--- src/rtl/wb_unit.sv ---
// rtl/wb_unit.sv - miniRV writeback stage: source select, load extraction, register-file write port
module wb_unit #(
   parameter int XLEN = 32
) (
   input  logic            clk,
   input  logic            rst,
   input  logic            in_valid,
   output logic            in_ready,
   input  logic [4:0]      in_rd,
   input  logic            in_rf_wen,
   input  logic [1:0]      in_wb_sel,
   input  logic [2:0]      in_funct3,
   input  logic [XLEN-1:0] in_alu_res,
   input  logic [XLEN-1:0] in_pc,
   input  logic [XLEN-1:0] in_imm,
   input  logic            dram_rvalid,
   input  logic [XLEN-1:0] dram_rdata,
   output logic [4:0]      w_addr,
   output logic [XLEN-1:0] w_data,
   output logic            w_en,
   output logic            busy
);

   typedef enum logic [1:0] {
      IDLE     = 2'd0,
      WAIT_MEM = 2'd1,
      WRITE    = 2'd2
   } state_t;

   localparam logic [1:0] SEL_ALU = 2'b00;
   localparam logic [1:0] SEL_MEM = 2'b01;
   localparam logic [1:0] SEL_PC4 = 2'b10;

   state_t          state;
   state_t          state_nxt;

   logic [4:0]      rd_q;
   logic            rf_wen_q;
   logic [2:0]      funct3_q;
   logic [1:0]      off_q;

   logic            xfer;
   logic            wr_direct;
   logic            wr_load;
   logic [XLEN-1:0] src_val;
   logic [XLEN-1:0] load_val;
   logic [7:0]      byte_sel;
   logic [15:0]     half_sel;

   // Blocked while a load is outstanding and while reset is held.
   assign in_ready  = !rst && (state != WAIT_MEM);
   assign xfer      = in_valid && in_ready;
   assign wr_direct = xfer && (in_wb_sel != SEL_MEM);
   assign wr_load   = (state == WAIT_MEM) && dram_rvalid;

   // State register.
   always_ff @(posedge clk) begin
      if (rst) begin
         state <= IDLE;
      end else begin
         state <= state_nxt;
      end
   end

   // Next state: IDLE and WRITE share the accept rules so writes can run back-to-back.
   always_comb begin
      state_nxt = state;
      case (state)
         IDLE: begin
            if (xfer) begin
               state_nxt = (in_wb_sel == SEL_MEM) ? WAIT_MEM : WRITE;
            end
         end
         WAIT_MEM: begin
            if (dram_rvalid) begin
               state_nxt = WRITE;
            end
         end
         WRITE: begin
            if (xfer) begin
               state_nxt = (in_wb_sel == SEL_MEM) ? WAIT_MEM : WRITE;
            end else begin
               state_nxt = IDLE;
            end
         end
         default: state_nxt = IDLE;
      endcase
   end

   // Non-load source mux; the load path is resolved later from the DRAM word.
   always_comb begin
      src_val = in_imm;
      case (in_wb_sel)
         SEL_ALU: src_val = in_alu_res;
         SEL_PC4: src_val = in_pc + 32'd4;
         default: src_val = in_imm;
      endcase
   end

   // Byte/halfword extraction and extension of the returned DRAM word.
   always_comb begin
      byte_sel = dram_rdata[7:0];
      case (off_q)
         2'd0: byte_sel = dram_rdata[7:0];
         2'd1: byte_sel = dram_rdata[15:8];
         2'd2: byte_sel = dram_rdata[23:16];
         2'd3: byte_sel = dram_rdata[31:24];
         default: byte_sel = dram_rdata[7:0];
      endcase
      half_sel = off_q[1] ? dram_rdata[31:16] : dram_rdata[15:0];
      load_val = dram_rdata;
      case (funct3_q)
         3'b000: load_val = {{(XLEN-8){byte_sel[7]}}, byte_sel};
         3'b100: load_val = {{(XLEN-8){1'b0}}, byte_sel};
         3'b001: load_val = {{(XLEN-16){half_sel[15]}}, half_sel};
         3'b101: load_val = {{(XLEN-16){1'b0}}, half_sel};
         default: load_val = dram_rdata;
      endcase
   end

   // Instruction fields held across the memory wait.
   always_ff @(posedge clk) begin
      if (rst) begin
         rd_q     <= 5'd0;
         rf_wen_q <= 1'b0;
         funct3_q <= 3'd0;
         off_q    <= 2'd0;
      end else if (xfer) begin
         rd_q     <= in_rd;
         rf_wen_q <= in_rf_wen;
         funct3_q <= in_funct3;
         off_q    <= in_alu_res[1:0];
      end
   end

   // Registered write port: loaded only on entry to WRITE, so address/data hold otherwise.
   always_ff @(posedge clk) begin
      if (rst) begin
         w_en   <= 1'b0;
         w_addr <= 5'd0;
         w_data <= '0;
         busy   <= 1'b0;
      end else begin
         busy <= (state_nxt != IDLE);
         w_en <= 1'b0;
         if (wr_direct) begin
            w_addr <= in_rd;
            w_data <= src_val;
            w_en   <= in_rf_wen && (in_rd != 5'd0);
         end else if (wr_load) begin
            w_addr <= rd_q;
            w_data <= load_val;
            w_en   <= rf_wen_q && (rd_q != 5'd0);
         end
      end
   end

endmodule
--- config.mk ---
export PLATFORM = sky130hd
export DESIGN_NAME = wb_unit
export DESIGN_NICKNAME = d
export VERILOG_FILES = /design/src/rtl/wb_unit.sv
export SDC_FILE = /design/constraint.sdc
export NUM_CORES = 1
export LEC_CHECK = 0
export CAP_MARGIN = 30
export CORE_UTILIZATION = 42
export DETAILED_ROUTE_END_ITERATION = 7
export PLACE_DENSITY_LB_ADDON = 0.12
export SYNTH_ARGS = -nofsm -noshare
export SYNTH_HDL_FRONTEND = slang
export SYNTH_SLANG_ARGS = --single-unit
--- constraint.sdc ---
create_clock -name clk -period 2.2 [get_ports clk]
set_input_delay 0.33 -clock clk [delete_from_list [all_inputs] [get_ports clk]]
set_output_delay 0.33 -clock clk [all_outputs]
set_load 0.03 [all_outputs]
==> results of run 1 <==
## cells in the final DEF, fill, tap and decap left out, types with 9 or more instances in the layout
| cell type | n |
|---|---|
| a211oi_1 | 11 |
| o21ai_0 | 30 |
| xor2_1 | 9 |
| dfxtp_1 | 52 |
| nor2_1 | 27 |
| a22oi_1 | 11 |
| nand2_1 | 67 |
| a221oi_1 | 22 |
| nor3_1 | 17 |
| a21oi_1 | 34 |
| nand3_1 | 33 |
| buf_4 | 84 |
| clkdlybuf4s50_1 | 182 |
| mux2i_1 | 9 |
| nand2b_1 | 13 |
| nand4_1 | 11 |
## registers in the layout (all words and copies together), names as in the netlist
signal,cells
rf_wen_q,1
w_addr,5
off_q,2
state,2
w_en,1
busy,1
w_data,32
rd_q,5
funct3_q,3
## timing repair
item | 4_1_cts | 5_1_grt
endpoints found under the hold margin | 0 | 0
endpoints found under the setup margin | 0 | 9
hold buffers | 0 | 0
gates resized for setup | 0 | 5
## area by class of cell
| cell class | instances | area, µm² |
|---|---|---|
| Multi-Input combinational cell | 417 | 2620 |
| Timing Repair Buffer | 269 | 2510 |
| Fill cell | 688 | 2330 |
| Sequential cell | 52 | 1040 |
| Tap cell | 108 | 135 |
| Clock buffer | 5 | 68.8 |
| Clock inverter | 3 | 28.8 |
| Inverter | 7 | 26.3 |
## where the power goes
group / switching [µW] / total [µW] / internal, µW
combinational: 538 / 1100 / 565
sequential: 46.9 / 1060 / 1010
clock: 380 / 621 / 242
## final timing paths
path | start | end | slack [ns]
worst max register to register | off_q[1] | w_data[9] | 0.11
worst min-delay path | w_addr[3] | w_addr[3] | 0.46
worst max-delay path | in_pc[3] | w_data[26] | 0.09
worst min register to register | w_addr[3] | w_addr[3] | 0.46
## routing by layer
metal	track usage [%]	vias up	routed length, µm
li1	-	2453	-
met1	42.6	2477	6560
met2	58.1	297	7890
met3	5.83	30	1540
met4	12.3	0	429
met5	0	-	0
## kinds of logic after synthesis
group	share of synthesized area (%)
flops	27.3
compound gates	32.4
fa+ha+maj	0.328
simple gates	28.7
buf+inv	4.82
mux	3.25
xor+xnor	3.21
## worst register-to-register path: stages, from the launching register on
cell	delay (ns)
dfxtp_1	0.48
mux4_2	0.57
a21o_1	0.27
a211oi_1	0.36
buf_4	0.19
a2111oi_0	0.05
## through the flow
step	hold WS [ns]	cell area [µm²]	power (µW)	utilization [%]
6_report	0.464	6430	2780	73.4
5_1_grt	0.494	6430	2900	73.4
4_1_cts	0.464	6410	2770	73.1
3_5_place_dp	0.448	6310	2160	72.0
3_3_place_gp	0.445	6310	2150	72.0
2_1_floorplan	0.429	3820	1520	-
==> out/qor.csv, run 1 <==
stage,metric,value,unit
outcome,run_status,"complete, no violations",
synthesis,cell_types_occupying_the_most_area_after_synthesis,"dfxtp_1 27%, nand2_1 6.6%, a221oi_1 5.0%",
timing,setup_ws,0.0872,ns
worst_setup_path,r2r.worst_path.cells,5,
floorplan,die_area,9470,µm²
placed_design,dpl.cell_count,853,
worst_setup_path,worstPathRequired,2.42,ns
synthesis,synth.top_cell.area_share,27.3,%
synthesis,synth-edff-count,0,
routing,count_of_nets_left_with_antenna_violations_after_detail_routing,0,
timing,worst_case_clock_skew,0.0115,ns
clock_network,tritoncts_num_sinks,52,
layout,post_route_cells_drive_above_1_share,15.1,%
flow_run,drv.max_cap_violation_count,0,
routing,drt_iter0_markers,362,
timing,finalSetupViolations,0,
routing,num_vias,5257,
placed_design,port-buffer-count,182,
worst_setup_path,timing.critical_path.slowest_cell_delay,0.50,ns
worst_setup_path,timing.critical_path.fanout_max,9,
routing,vias_per_cell,6.11,
synthesis,ys_top_cells_by_count,"67 x nand2_1, 52 x dfxtp_1, 34 x a21oi_1",
clock_network,clk_pin_slew,0.12,ns
clock_network,clock_buffer_depth,2,
synthesis,yosysSeqAreaShare,27.3,%
clock_network,tritoncts,yes,
synthesis,leading_cell_type_by_number_of_instances_after_synthesis,nand2_1,
worst_setup_path,path_class,input port to register,
routing,firstDrtPassIters,5,
synthesis,synthDominantAreaCellType,dfxtp_1,
clock_network,cts_root_buffer,clkbuf_8,
placed_design,dp_hpwl,13200,µm
power,leakage,0.00236,µW
timing,rsz0062_at_grt,false,
worst_setup_path,arrival,2.34,ns
timing,timing.max_slew.rel_slack,33.0,%
timing,setup_tns,0,ns
layout,fin_nets,896,
global_routing,track_usage,33.9,%
global_routing,first_global_vias,5159,
worst_setup_path,setup.worst_path.start_class,input port,
timing,timing.final.crit_share,96.0,%
power,max-vdd-ir-drop,357,µV
min_path,holdPathStages,2,
synthesis,ys_ff_latch,52,
synthesis,synthesis.instances,514,
synthesis,synthesis.area,3820,µm²
worst_setup_path,worst-path-buf-inv,1,
layout,num_antenna_cells,0,
routing,wl,16400,µm
synthesis,asyncSetResetFlopFracSynth,0,%
synthesis,yosys_most_used_dff,dfxtp_1,
timing,max_slew.worst_pin.slew,1.00,ns
timing,fmax,0.473,GHz
worst_setup_path,worstPathCellList,clkdlybuf4s50_1 -> ha_1 -> nand4_1 -> or3_4 -> nor4_1 -> o21ai_0 -> a221oi_1,
routing,route.detailed.drc,0,
worst_setup_path,timing.critical_path.depth,7,
floorplan,initial_core_util,43.5,%
timing,post-route-min-period,2.11,ns
placed_design,place.gp.congestion,0.950,
routing,drt-wirelength-per-cell,19.1,µm
timing,final_hold_viol_count,0,
synthesis,post_synth.cell_area_avg,7.42,µm²
synthesis,yosys_warnings,0,
floorplan,design.portCount,183,
power,power_per_cell_area,433,nW/µm²
floorplan,fp.coreArea,8760,µm²
floorplan,fp.dieH,97.3,µm
worst_setup_path,worst_setup_path_end_kind,register,
global_routing,grt_start_max_net_pins,22,
floorplan,placement_rows,34,
clock_network,clock_latency,0.32,ns
global_routing,grt_antenna_before_repair,0,
layout,syn2layout_area_growth,68.5,%
clock_network,numCtsBuffers,5,
worst_setup_path,slowest_stage_cell_crit_path,or3_4,
placed_design,pre_cts_ws,-0.317,ns
timing,timing.final.max_slew_violations,0,
floorplan,die_width,97.3,µm
layout,layout.cells.non_filler,861,
clock_network,clock_tree.htree_level_count,2,
worst_setup_path,critical-path-top-delay-family,simple AND/OR/NAND/NOR gates,
global_routing,grt_first_pass_wirelength,25700,µm
synthesis,synth.lib_cells_used.distinct,63,
synthesis,synth_nets,658,
global_routing,overall_overflow_remaining_after_global_route,0,
clock_network,cts_setup_buffers,0,
min_path,hp-class,register to register,
No activity file was read; power rests on OpenSTA's default activity.
==> run 2, diff against run 1 <==
--- a/config.mk
+++ b/config.mk
@@ -9,6 +9,7 @@
 export CORE_UTILIZATION = 42
 export DETAILED_ROUTE_END_ITERATION = 7
 export PLACE_DENSITY_LB_ADDON = 0.12
+export SKIP_CTS_REPAIR_TIMING = 1
 export SYNTH_ARGS = -nofsm -noshare
 export SYNTH_HDL_FRONTEND = slang
 export SYNTH_SLANG_ARGS = --single-unit
==> results of run 2 <==
Same layout as run 1: the final DEF is identical, and so are final timing and power.
==> run 3, diff against run 2 <==
--- a/config.mk
+++ b/config.mk
@@ -7,8 +7,10 @@
 export LEC_CHECK = 0
 export CAP_MARGIN = 30
 export CORE_UTILIZATION = 42
+export CTS_CLUSTER_SIZE = 16
 export DETAILED_ROUTE_END_ITERATION = 7
 export PLACE_DENSITY_LB_ADDON = 0.12
+export SETUP_SLACK_MARGIN = 0.2
 export SKIP_CTS_REPAIR_TIMING = 1
 export SYNTH_ARGS = -nofsm -noshare
 export SYNTH_HDL_FRONTEND = slang
==> run 3 against run 2 <==
  * Power grew 1.2%
  * Maximum frequency grew 5.2%
  * First-iteration DRC count grew 22%
==> out/qor.csv, run 3 (synthesized netlist as in run 1, its figures left out) <==
stage,metric,value,unit,change
outcome,run_status,"complete, no violations",,
global_routing,track_usage,33.9,%,unchanged
timing,fin_worst_hold_slack,0.464,ns,-0.000556 ns
layout,commonest_cells_after_routing_fill_and_taps_aside,"171 x clkdlybuf4s50_1, 86 x buf_4, 65 x nand2_1",,
global_routing,grt_first_pass_wirelength,25700,µm,unchanged
layout,num_antenna_cells,0,,unchanged
global_routing,overall_overflow_remaining_after_global_route,0,,unchanged
layout,post_route_cells_drive_above_1_share,19.1,%,+4.0 points
timing,setup_tns,0,ns,unchanged
floorplan,placement_rows,34,,unchanged
floorplan,design.portCount,183,,unchanged
flow_run,drv.max_cap_violation_count,0,,unchanged
layout,fillCellCount,660,,-4.1%
timing,max_slew.worst_pin.slew,0.692,ns,-0.310 ns
placed_design,place.gp.congestion,0.950,,unchanged
routing,drt-wirelength-per-cell,20.0,µm,+4.6%
timing,worst_case_clock_skew,0.0115,ns,-0.0000378 ns
clock_network,tritoncts,yes,,
global_routing,grt_antenna_before_repair,0,,unchanged
layout,area.sequential,1040,µm²,+0.12%
layout,layout.cells.non_filler,866,,+0.58%
layout,biggestRegsByFlops,"w_data: 32 flops, rd_q: 5 flops, w_addr: 5 flops",,
floorplan,die_width,97.3,µm,unchanged
layout,largest_register_ff_count,32,,unchanged
worst_setup_path,worst_setup_path_end_kind,register,,
clock_network,tritoncts_num_sinks,52,,unchanged
timing,setup_ws,0.193,ns,+0.105 ns
global_routing,first_global_vias,5159,,unchanged
worst_setup_path,arrival,2.22,ns,-0.12 ns
power,leakage,0.00250,µW,+5.8%
placed_design,port-buffer-count,182,,unchanged
clock_network,clock_tree.htree_level_count,2,,unchanged
routing,vias_per_cell,6.20,,+1.6%
timing,timing.max_slew.rel_slack,52.6,%,+20 points
clock_network,clock_buffer_depth,2,,unchanged
worst_setup_path,path_class,input port to register,,
routing,route.detailed.drc,0,,unchanged
floorplan,fp.dieH,97.3,µm,unchanged
clock_network,numCtsBuffers,5,,unchanged
timing,timing.final.crit_share,91.2,%,-4.8 points
min_path,hp-class,register to register,,
global_routing,grt_start_max_net_pins,22,,unchanged
layout,max_flop_register,w_data,,
placed_design,pre_cts_ws,-0.317,ns,unchanged
routing,drt_iter0_markers,443,,+22%
layout,mostFrequentLayoutCell,clkdlybuf4s50_1,,
floorplan,initial_core_util,43.5,%,unchanged
clock_network,cts_root_buffer,clkbuf_8,,
worst_setup_path,setup.worst_path.start_class,input port,,
routing,wl,17300,µm,+5.2%
timing,finalSetupViolations,0,,unchanged
power,power_per_cell_area,424,nW/µm²,-1.9%
layout,fin_nets,901,,+0.56%
placed_design,dpl.cell_count,853,,unchanged
floorplan,die_area,9470,µm²,unchanged
layout,syn2layout_area_growth,73.9,%,
timing,rsz0062_at_grt,true,,
timing,final_hold_viol_count,0,,unchanged
placed_design,dp_hpwl,13200,µm,unchanged
power,max-vdd-ir-drop,360,µV,+0.75%
floorplan,fp.coreArea,8760,µm²,unchanged
timing,post-route-min-period,2.01,ns,-0.105 ns
clock_network,clk_pin_slew,0.12,ns,about the same
routing,num_vias,5371,,+2.2%
routing,firstDrtPassIters,5,,unchanged
worst_setup_path,timing.critical_path.fanout_max,18,,+9
worst_setup_path,worstPathRequired,2.41,ns,about the same
routing,count_of_nets_left_with_antenna_violations_after_detail_routing,0,,unchanged
timing,fmax,0.498,GHz,+5.2%
clock_network,clock_latency,0.32,ns,about the same
layout,area_used_by_multi_input_combinational_logic,2760,µm²,+5.6%
timing,timing.final.max_slew_violations,0,,unchanged
run 3: area by class of cell:
| class | instances | share of cell area, % |
|---|---|---|
| clock buffer | 5 | 1.04 |
| clock inverter | 3 | 0.434 |
| inverter | 7 | 0.453 |
| multi-input combinational | 419 | 41.7 |
| sequential | 52 | 15.7 |
| tap | 108 | 2.04 |
| timing repair buffer | 272 | 38.7 |
run 3: metal layers:
metal	GRT usage [%]	share of wire, %	vias up
met5	0	0	-
met3	5.83	7.8	38
met2	58.1	48	306
met1	42.6	41	2554
li1	-	-	2473
met4	12.3	2.7	0
run 3: worst max-delay path, stage by stage:
cell	delay, ns
clkdlybuf4s50_1	0.53
nor2b_1	0.23
nand3_2	0.22
buf_12	0.22
a221o_1	0.27
nor3_1	0.30
o41ai_1	0.11
run 3: metrics by stage:
stage | util, % | area (µm²) | power, µW
2_1_floorplan | - | 3820 | 1520
3_3_place_gp | 72.0 | 6310 | 2150
3_5_place_dp | 72.0 | 6310 | 2160
4_1_cts | 73.1 | 6410 | 2770
5_1_grt | 75.7 | 6640 | 2930
6_report | 75.7 | 6640 | 2820
run 3: power breakdown:
group          switching [µW]  leakage [µW]  total [µW]  internal (µW)
registers                48.7      0.000427        1060           1010
clock network             383     0.0000511         624            242
logic                     560       0.00202        1130            573
run 3: worst paths after layout:
| kind | start | end | slack, ns | depth (start not counted) |
|---|---|---|---|---|
| min | w_addr[3] | w_addr[3] | 0.46 | 2 |
| max reg2reg | off_q[1] | w_data[15] | 0.25 | 5 |
| min reg2reg | w_addr[3] | w_addr[3] | 0.46 | 2 |
| max | in_valid | w_data[19] | 0.19 | 7 |
